[src/rtl/regfile_write_queue.sv]
// Buffered write-back queue for the 16-entry register file: merges load and ALU writes in order,
// drains one per cycle onto A3/WD3/WE3, and reports pending-write hazards. Forwarding: REGFILE_WQ_FORWARD_EN.
module regfile_write_queue #(
  parameter int DEPTH = 4  // power of two, >= 2
) (
  input  logic                       CLK,
  input  logic                       RESET_N,
  input  logic                       MEM_VALID,
  output logic                       MEM_READY,
  input  logic [3:0]                 MEM_ADDR,
  input  logic [31:0]                MEM_DATA,
  input  logic                       ALU_VALID,
  output logic                       ALU_READY,
  input  logic [3:0]                 ALU_ADDR,
  input  logic [31:0]                ALU_DATA,
  output logic [3:0]                 A3,
  output logic [31:0]                WD3,
  output logic                       WE3,
  input  logic [3:0]                 A1,
  input  logic [3:0]                 A2,
  output logic                       PEND1,
  output logic                       PEND2,
  output logic [31:0]                FD1,
  output logic [31:0]                FD2,
  output logic                       FV1,
  output logic                       FV2,
  output logic [$clog2(DEPTH):0]     COUNT
);

  localparam int PW = $clog2(DEPTH);
  localparam int CW = PW + 1;
  localparam logic [3:0]    PC_ADDR = 4'd15;
  localparam logic [CW-1:0] FULL    = CW'(DEPTH);
  localparam logic [CW-1:0] ONE_OFF = CW'(DEPTH - 1);
  localparam logic [CW-1:0] TWO_OFF = CW'(DEPTH - 2);

  typedef struct packed {
    logic [3:0]  addr;
    logic [31:0] data;
  } entry_t;

  entry_t          entries [DEPTH];
  logic [DEPTH-1:0] valid_q;
  logic [PW-1:0]   head_q;
  logic [PW-1:0]   tail_q;
  logic [CW-1:0]   count_q;

  logic            mem_push;
  logic            alu_push;
  logic            pop;
  logic [PW-1:0]   alu_slot;
  logic [CW-1:0]   push_cnt;
  entry_t          head_entry;

  // Readiness looks only at the registered count, so a slot freed by this
  // cycle's drain is not offered until next cycle; reset forces both low.
  assign MEM_READY = RESET_N & (count_q < FULL);
  assign ALU_READY = RESET_N & ((count_q <= TWO_OFF) | ((count_q == ONE_OFF) & ~MEM_VALID));

  // PC-targeted writes complete the handshake but never occupy a slot.
  assign mem_push = MEM_VALID & MEM_READY & (MEM_ADDR != PC_ADDR);
  assign alu_push = ALU_VALID & ALU_READY & (ALU_ADDR != PC_ADDR);
  assign pop      = (count_q != '0);
  assign alu_slot = mem_push ? tail_q + PW'(1) : tail_q;
  assign push_cnt = CW'(mem_push) + CW'(alu_push);

  always_ff @(posedge CLK or negedge RESET_N) begin
    if (!RESET_N) begin
      head_q  <= '0;
      tail_q  <= '0;
      count_q <= '0;
      valid_q <= '0;
    end else begin
      // A push can never target the slot being retired: pushing needs a free slot.
      if (pop) begin
        valid_q[head_q] <= 1'b0;
        head_q          <= head_q + PW'(1);
      end
      if (mem_push) valid_q[tail_q]   <= 1'b1;
      if (alu_push) valid_q[alu_slot] <= 1'b1;
      tail_q  <= tail_q + PW'(push_cnt);
      count_q <= count_q + push_cnt - CW'(pop);
    end
  end

  // NOTE: the payload array carries no reset; valid_q alone decides whether an entry is live.
  always_ff @(posedge CLK) begin
    if (mem_push) entries[tail_q]   <= '{addr: MEM_ADDR, data: MEM_DATA};
    if (alu_push) entries[alu_slot] <= '{addr: ALU_ADDR, data: ALU_DATA};
  end

  assign head_entry = entries[head_q];
  assign WE3   = pop;
  assign A3    = pop ? head_entry.addr : '0;
  assign WD3   = pop ? head_entry.data : '0;
  assign COUNT = count_q;

  function automatic logic pending(input logic [3:0] a);
    logic hit;
    hit = 1'b0;
    for (int i = 0; i < DEPTH; i++) begin
      if (valid_q[i] && (entries[i].addr == a)) hit = 1'b1;
    end
    return hit & (a != PC_ADDR);
  endfunction

  assign PEND1 = pending(A1);
  assign PEND2 = pending(A2);

`ifdef REGFILE_WQ_FORWARD_EN
  // Walk from head (oldest) to tail so the last match is the youngest write.
  function automatic logic [31:0] youngest_data(input logic [3:0] a);
    logic [31:0]   d;
    logic [PW-1:0] idx;
    d = '0;
    for (int i = 0; i < DEPTH; i++) begin
      idx = head_q + PW'(i);
      if (valid_q[idx] && (entries[idx].addr == a)) d = entries[idx].data;
    end
    return d;
  endfunction

  assign FV1 = PEND1;
  assign FV2 = PEND2;
  assign FD1 = PEND1 ? youngest_data(A1) : '0;
  assign FD2 = PEND2 ? youngest_data(A2) : '0;
`else
  assign FV1 = 1'b0;
  assign FV2 = 1'b0;
  assign FD1 = '0;
  assign FD2 = '0;
`endif

endmodule
[config.mk]
export PLATFORM = sky130hd
export DESIGN_NAME = regfile_write_queue
export DESIGN_NICKNAME = d
export VERILOG_FILES = /design/src/rtl/regfile_write_queue.sv
export SDC_FILE = /design/constraint.sdc
export NUM_CORES = 1
export LEC_CHECK = 0
export CORE_MARGIN = 10
export CORE_UTILIZATION = 50
export CTS_BUF_LIST = sky130_fd_sc_hd__clkbuf_4 sky130_fd_sc_hd__clkbuf_8
export CTS_CLUSTER_DIAMETER = 120
export DETAILED_ROUTE_END_ITERATION = 7
export PLACE_DENSITY = 0.79
export SYNTH_ARGS = -nofsm -noshare
export SYNTH_HDL_FRONTEND = slang
export SYNTH_SLANG_ARGS = --single-unit
[constraint.sdc]
create_clock -name CLK -period 3.4 [get_ports CLK]
set_clock_uncertainty 0.1 [all_clocks]
set_input_delay 0.68 -clock CLK [delete_from_list [all_inputs] [get_ports CLK]]
set_output_delay 0.68 -clock CLK [all_outputs]
set_load 0.02 [all_outputs]
==> results list, run 1 <==
* Outcome: finished clean
- Of the total synthesized cell area, the portion taken by AND, OR, NAND and NOR gates is roughly 5.3%.
* Die X: around 150 um
* Synth Register Bits: between 150 and 200
- Data required time of the worst path: about 2.6 ns
* Leakage power total: 0.00396 uW
- Clock tree from TritonCTS: done
- Crit start category: input pin
- Boundary Pins: 194
- Yosys mapped the design onto 36 distinct sky130hd cell types.
- After Yosys synthesis, full adders, half adders and majority gates account for about 2.0% of the synthesized area.
* Latest clock arrival within the worst-skew pair: roughly 0.46 ns
- The first global-routing pass estimated ~34000 um of wire.
- Of the total synthesized cell area, the portion taken by XOR and XNOR cells is ~3.6%.
* Complex-gate fraction of the synthesized area: less than 1%
- The cell area that synthesis handed to floorplanning was around 8900 um2.
- Measured against the total synthesized area, the mux share comes to 28.0%.
- Total inserted antenna cells: 0
- In this run, CTS created clock tree buffers numbering 17.
* Number of synthesized flops with an enable pin: roughly 140
- In the final routed layout, each cell accounts on average for 22.1 um.
* Routed wire length: ~22000 um
* Worst flop-to-flop path startpoint: COUNT[2]
- Total power: ~7500 uW
* Max_cap viols: 0
- Sink Count: 155
- Counting flops with an async set or reset pin after synthesis yields a share of 7.10%.
- Initial Utilization: between 50% and 60%
- Entering global routing, the biggest net connects 46 pins.
- Post-route design area: 10900 um2
- Arrival time of data at the critical path endpoint: around 2.6 ns
- The worst register-to-register path has a setup slack of around 0.84 ns.
- Number of setup buffers added after CTS: 0
* Number of global-route vias before repair: ~6.0k
- The worst path uses between 90% and 100% of the clock period.
- Layout filler cell count: around 1.3k
- Detailed placement finished with a half-perimeter wire length of 15000 um.
* Number of placed instances, taps included: about 940
- In the final layout, the share of cells above drive strength 1 is between 30% and 40%.
- The library cell used most frequently in the layout, excluding fill and tap cells, is sky130_fd_sc_hd__edfxtp_1.
- 1st-pass router iterations: 4
- Final slew viol count: 0
- After clock tree synthesis, the clock-pin slew on the worst setup and hold paths is ~0.09 ns.
* Number of antenna violations at the first check in global routing: 0
* Hold Buf Count CTS: 0
- In this run the critical register-to-register path is captured at COUNT[2].
* DRC violation total after the first TritonRoute iteration: between 300 and 400
- Setup crit end kind: output pin
* Post-synthesis area per instance: roughly 15 um2
- DR vias/cell: around 5.5
* Post-synthesis instance total: about 600
- For this run, the register share of the synthesized area comes to between 50% and 60%.
- Via count: 5320
- Routability-driven placement finished with a final weighted congestion of approximately 0.85.
* Achievable clock frequency: approximately 300 MHz
* CTS resizes: 2
- The die covers roughly 24000 um2.
- Sequential standard cell area: 4600 um2
- In the final layout, the multi-input gates occupy roughly 3900 um2.
- In this run the tool buffered the top-level ports with ~130 buffer cells.
* Main combinational cell family by area after synthesis: multiplexers
- Capture endpoint of the worst hold path: COUNT[2]
- Across every metal layer, demand over resource in global routing totals 18.1%.
- Synth-to-Final Area Change: 22.1%
* Worst hold path depth: 1
- Setup violations remaining at the end of the flow were counted as 0.
* Setup repair after global routing missed its margin: no
* Layout net count: about 830
- Along the worst path, the maximum fanout reaches 5.
- Row Count: 48
* Fin crit period: 3.35 ns
- After floorplanning, the core was sized to cover roughly 17000 um2.
- Summed over all failing endpoints, the final setup total negative slack is 0 ns.
* Class of the tightest hold or removal check: flip-flop to flip-flop
* Max Root-Sink Buffers: 2
* Path depth of the worst reg2reg path: 13
- Remaining number of nets flagged by the antenna check after routing: 0
- Height of the chip: approximately 150 um
- In the layout the commonest cells are sky130_fd_sc_hd__edfxtp_1 (144), sky130_fd_sc_hd__clkdlybuf4s50_1 (126), sky130_fd_sc_hd__mux2_2 (121).
- Hold Fails Final Rpt: 0
- H-tree levels: 4
- The placed instances occupy a cell area of around 11000 um2.
- The cell sitting at the root of the clock tree is a sky130_fd_sc_hd__clkbuf_8.
- Excluding fillers, the count of instances in the completed layout stands at 974.
* Beginning of the worst hold path: COUNT[2]
* Aggregate global routing overflow: 0
* Power per cell area: about 700 nW/um2
- Main synth FF type: sky130_fd_sc_hd__edfxtp_1
- The worst setup path is of the input pin to output pin kind.
- Across the VDD grid, the largest voltage drop is 0.422 mV.
- DR DRC count: 0
* Number of warning messages in the yosys log: 0
[sequential cells by signal, summed over array words and instances, names as in the netlist]
| register | cells |
|---|---|
| COUNT | 3 |
| entries | 144 |
| head_q | 2 |
| tail_q | 2 |
| valid_q | 4 |
[report_power, final]
group / switching (uW) / total [uW] / internal (uW)
Combinational: 1730 / 3520 / 1790
Clock: 735 / 1400 / 663
Sequential: 180 / 2620 / 2440
Total: 2640 / 7540 / 4890
[cell families (layout without fill, tap and decap cells)]
kind of cell | Yosys count | after routing
xor gates and xnor gates | 37 | 37
muxes | 180 | 180
other | 1 | 66
adders and majority gates | 14 | 14
buffers and inverters | 115 | 202
and+or+nand+nor | 82 | 82
DFF | 155 | 155
AOI/OAI and AO/OA | 13 | 13
[final cells by class]
| type | count | share of cell area (%) |
|---|---|---|
| sequential | 155 | 42.3 |
| multi-input combinational | 392 | 35.4 |
| clock buffer | 17 | 2.15 |
| clock inverter | 15 | 1.47 |
| inverter | 11 | 0.379 |
| tap | 225 | 2.58 |
| timing repair buffer | 159 | 15.8 |
[critical path, cell delays in order]
cell and delay (ns):
sky130_fd_sc_hd__clkdlybuf4s50_1 0.53, sky130_fd_sc_hd__xor2_1 0.19, sky130_fd_sc_hd__nor4_1 0.29, sky130_fd_sc_hd__a31oi_1 0.07, sky130_fd_sc_hd__a31oi_1 0.18, sky130_fd_sc_hd__clkdlybuf4s50_1 0.63
[worst max-delay path by stage]
stage,start,to,slack [ns]
final,A1[2],PEND1,0.05
after global routing,head_q[0],WD3[11],0.009
after CTS,head_q[0],WD3[11],0.05
after detailed placement,A2[3],PEND2,-0.03
after global placement,A2[3],PEND2,0.07
after floorplan,RESET_N,entries[2][0],0.18
[metrics by stage]
| step | hold WS, ns | utilization (%) | worst slack [ns] |
|---|---|---|---|
| 2_1_floorplan | 0.284 | - | 0.178 |
| 3_3_place_gp | 0.412 | 60.3 | 0.0677 |
| 3_5_place_dp | 0.428 | 60.3 | -0.0300 |
| 4_1_cts | 0.416 | 62.6 | 0.0476 |
| 5_1_grt | 0.441 | 62.6 | 0.00874 |
| 6_report | 0.437 | 62.6 | 0.0526 |
[synth_stat cells, types with 2 or more instances]
cell                         n  share of area (%)
sky130_fd_sc_hd__buf_2      11               0.62
sky130_fd_sc_hd__buf_1       3               0.13
sky130_fd_sc_hd__nand4_1     2               0.14
sky130_fd_sc_hd__clkbuf_1   14               0.59
sky130_fd_sc_hd__a21oi_1     2               0.11
sky130_fd_sc_hd__and2_1     37                2.6
sky130_fd_sc_hd__nand2_1    14               0.59
sky130_fd_sc_hd__and4_1      2               0.20
sky130_fd_sc_hd__inv_1      11               0.46
sky130_fd_sc_hd__nor3_1      7               0.39
sky130_fd_sc_hd__xor2_1     25                2.5
sky130_fd_sc_hd__mux2_2    121                 15
sky130_fd_sc_hd__mux4_2     36                9.1
sky130_fd_sc_hd__nand3_1     9               0.50
sky130_fd_sc_hd__nor4_1      2               0.14
sky130_fd_sc_hd__a221o_1     2               0.22
sky130_fd_sc_hd__edfxtp_1  144                 48
sky130_fd_sc_hd__or3_1       4               0.28
sky130_fd_sc_hd__mux2_4     18                3.0
sky130_fd_sc_hd__a21o_1      3               0.25
sky130_fd_sc_hd__ha_1       13                1.8
sky130_fd_sc_hd__xnor2_1    12                1.2
sky130_fd_sc_hd__buf_6       7               0.88
sky130_fd_sc_hd__dfrtp_1    11                3.1
sky130_fd_sc_hd__a31oi_1     4               0.28
sky130_fd_sc_hd__mux2_1      5               0.63
sky130_fd_sc_hd__buf_4      69                5.8
[routing by layer]
layer	vias up	GRT usage [%]	part of all wire, %
met5	-	0	0
met4	0	6.21	1.5
met3	23	5.47	7.1
met2	197	31.6	52
met1	2716	20.8	40
li1	2384	-	-
No activity file was read; power rests on OpenSTA's default activity.
==> run 2: changes to the inputs <==
--- a/config.mk
+++ b/config.mk
@@ -11,6 +11,7 @@
 export CTS_CLUSTER_DIAMETER = 120
 export DETAILED_ROUTE_END_ITERATION = 7
 export PLACE_DENSITY = 0.79
+export RECOVER_POWER = 50
 export SYNTH_ARGS = -nofsm -noshare
 export SYNTH_HDL_FRONTEND = slang
 export SYNTH_SLANG_ARGS = --single-unit
==> results list, run 2 (synthesized netlist as in run 1, its figures left out) <==
- Outcome: finished clean
- Hold Slack: 0.417 ns (-0.0203 ns)
- Setup-violating endpoint count in the final report: 0 (unchanged)
- Via count: 5288 (-0.60%)
* Setup crit end kind: output pin
* Cells along the critical path: clkdlybuf4s50_1, xor2_1, nor4_1, a31oi_1, a31oi_1, clkdlybuf4s50_1
- Half-perimeter wire length of the detailed placement result: 15000 um (unchanged)
- Critical setup path kind: input pin to output pin
* Max stage delay cell, worst path: sky130_fd_sc_hd__clkdlybuf4s50_1
* Final worst-path setup slack: 0.0537 ns (+0.00110 ns)
- The count of nets left with antenna violations after detail routing was 0 (unchanged).
- The number of slew-limit violations in the final report is 0 (unchanged).
- Total inserted antenna cells: 0 (unchanged)
- The number of nets in the final layout is 834 (unchanged).
* Most flops, register: entries
* Total routing resource utilization after global routing: 18.1% (unchanged)
- The number of antenna violations at the first check in global routing was 0 (unchanged).
* Class of the tightest hold or removal check: flip-flop to flip-flop
* DR vias/cell: 5.43 (-0.60%)
- The layout cell share with drive strength beyond 1 is 30.8% (-2.4 points).
* Worst Tran Pin Value: ~1.1 ns
- The top fanout value on the critical path was 5 (unchanged).
* Max_cap viols: 0 (unchanged)
- Switching share of power: 35.2% (+0.10 points)
- Setup repair after global routing left no endpoint under its margin.
- The clock insertion delay at the later pin of the skew report came to 0.46 ns (about the same).
* Global-route wire length before repair: 33700 um (unchanged)
* Relative max-transition margin: between 20% and 30%
- The net switching power figure was 2620 uW (-1.0%).
- The sink count of the clock tree is 155 (unchanged).
- Placeable core region: 17400 um2 (unchanged)
- The worst setup path is launched from an input pin.
- Fraction of power consumed by the clock network: 18.8% (+0.3 points)
- Compared with the post-synthesis result, the final layout area differs by 19.9%.
* Leakage power total: 0.00385 uW (-2.6%)
* Total buffers and inverters traversed by the critical path: 2 (unchanged)
- The post-detailed-route wirelength per cell came to 22.1 um (about the same).
- Die X: 154 um (unchanged)
- Max Root-Sink Buffers: 2 (unchanged)
* Overall die area: 23600 um2 (unchanged)
- The placer's final routability congestion estimate was 0.849 (unchanged).
- Post-route design area: 10700 um2 (-1.9%)
- The total DRC errors in the routed layout came to 0 (unchanged).
- The tree is rooted in a sky130_fd_sc_hd__clkbuf_8.
* Worst stage delay on the critical path: 0.63 ns (about the same)
- The data arrival time at the worst-slack endpoint was 2.57 ns (about the same).
- The length of the first detailed-routing pass in iterations was 5 (+1).
* Cell area reported after detailed placement: 10500 um2 (unchanged)
* Largest register FFs: 144 (unchanged)
- Port bufs: 127 (unchanged)
- The count of endpoints failing hold in the final timing report came to 0 (unchanged).
* Leading cell type in the layout, fill and taps excluded: sky130_fd_sc_hd__edfxtp_1
- Data required time of the worst path: 2.62 ns (about the same)
* Aggregate global routing overflow: 0 (unchanged)
- Row Count: 48 (unchanged)
* Clock-pin transition on the worst setup and hold timing paths: 0.09 ns (about the same)
- The total clock buffers created by CTS is 17 (unchanged).
* Boundary Pins: 194 (unchanged)
* Routed wire length: 21500 um (about the same)
* Number of setup buffers added after CTS: 0 (unchanged)
- Internal Power: 4820 uW (-1.4%)
- The part of the power in combinational logic was 46.0% (-0.7 points).
- Height of the chip: 154 um (unchanged)
* Number of global-route vias before repair: 6006 (unchanged)
- Fin crit period: 3.35 ns (-0.00110 ns)
* Kind of cell with the highest combined delay on the critical path: buffers and inverters
- The final period utilization is 98.4% (about the same).
- Achievable clock frequency: 299 MHz (about the same)
- The maximum resistive drop on vdd is 0.422 mV (-0.16%).
* Largest net degree at the start of global routing: 46 (unchanged)
* Clock tree from TritonCTS: done
- Placement Setup Slack: -0.0300 ns (unchanged)
- The filler cell count was 1343 (+2.8%).
- DRC violation total after the first TritonRoute iteration: 307 (-6.1%)
- Initial Utilization: 51.2% (unchanged)
- Leading cell types in the layout, fill and taps excluded: sky130_fd_sc_hd__edfxtp_1 (144), sky130_fd_sc_hd__clkdlybuf4s50_1 (122), sky130_fd_sc_hd__mux2_2 (121)
* Relative contribution of sequential cells to total power: 35.2% (+0.5 points)
- The power density over the cells came to 696 nW/um2 (+0.58%).
- H-tree levels: 4 (unchanged)
[run 2: power by group through the flow]
stage | Sequential [uW] | Clock, uW | Combinational (uW)
4_1_cts | 2620 | 1430 | 3580
6_report | 2620 | 1400 | 3420
3_3_place_gp | 2640 | 0 | 3520
2_1_floorplan | 2600 | 0 | 2160
3_5_place_dp | 2660 | 0 | 3560
5_1_grt | 2660 | 1510 | 3670
[run 2: final timing paths]
check                           from        endpoint  slack, ns  depth (start not counted)
setup / recovery               A1[2]           PEND1       0.05                          6
hold / removal              COUNT[2]        COUNT[2]       0.42                          1
setup reg to reg           tail_q[0]  entries[2][34]       0.34                          7
hold reg to reg             COUNT[2]        COUNT[2]       0.42                          1
max in group asynchronous    RESET_N       head_q[0]       2.05                          2
min in group asynchronous    RESET_N        COUNT[0]       0.67                          2
[run 2: timing repair]
item | in CTS | in global routing
hold buffers | 0 | 0
endpoints found under the setup margin | 12 | 0
gates resized for setup | 2 | 0
[run 2: area by class of cell]
| class | count | area, um2 | share of cell area, % |
|---|---|---|---|
| clock buffer | 17 | 234 | 2.19 |
| clock inverter | 15 | 160 | 1.50 |
| inverter | 11 | 41.3 | 0.386 |
| multi-input combinational | 392 | 3790 | 35.5 |
| sequential | 155 | 4600 | 43.1 |
| tap | 225 | 282 | 2.63 |
| timing repair buffer | 159 | 1580 | 14.8 |
[run 2: worst register-to-register path: cells and delay by family (launching register included)]
| kind | cells | cell delay [ns] |
|---|---|---|
| buf+inv | 3 | 1.06 |
| simple gates | 2 | 0.63 |
| fa+ha+maj | 1 | 0.36 |
| flops | 1 | 0.50 |
| compound gates | 1 | 0.15 |
[run 2: stage by stage]
| stage | utilization, % | power, uW | TNS (ns) | cells |
|---|---|---|---|---|
| 2_1_floorplan | - | 4760 | 0 | 662 |
| 3_3_place_gp | 60.3 | 6160 | 0 | 942 |
| 3_5_place_dp | 60.3 | 6230 | -0.0300 | 942 |
| 4_1_cts | 62.6 | 7640 | 0 | 974 |
| 5_1_grt | 61.4 | 7840 | 0 | 974 |
| 6_report | 61.4 | 7440 | 0 | 974 |
[run 2: layer usage]
metal | vias to the layer above | track usage [%] | part of all wire (%)
met5 | - | 0 | 0
met2 | 207 | 31.6 | 51
met1 | 2671 | 20.8 | 40
li1 | 2384 | - | -
met4 | 0 | 6.21 | 1.6
met3 | 26 | 5.47 | 7.7
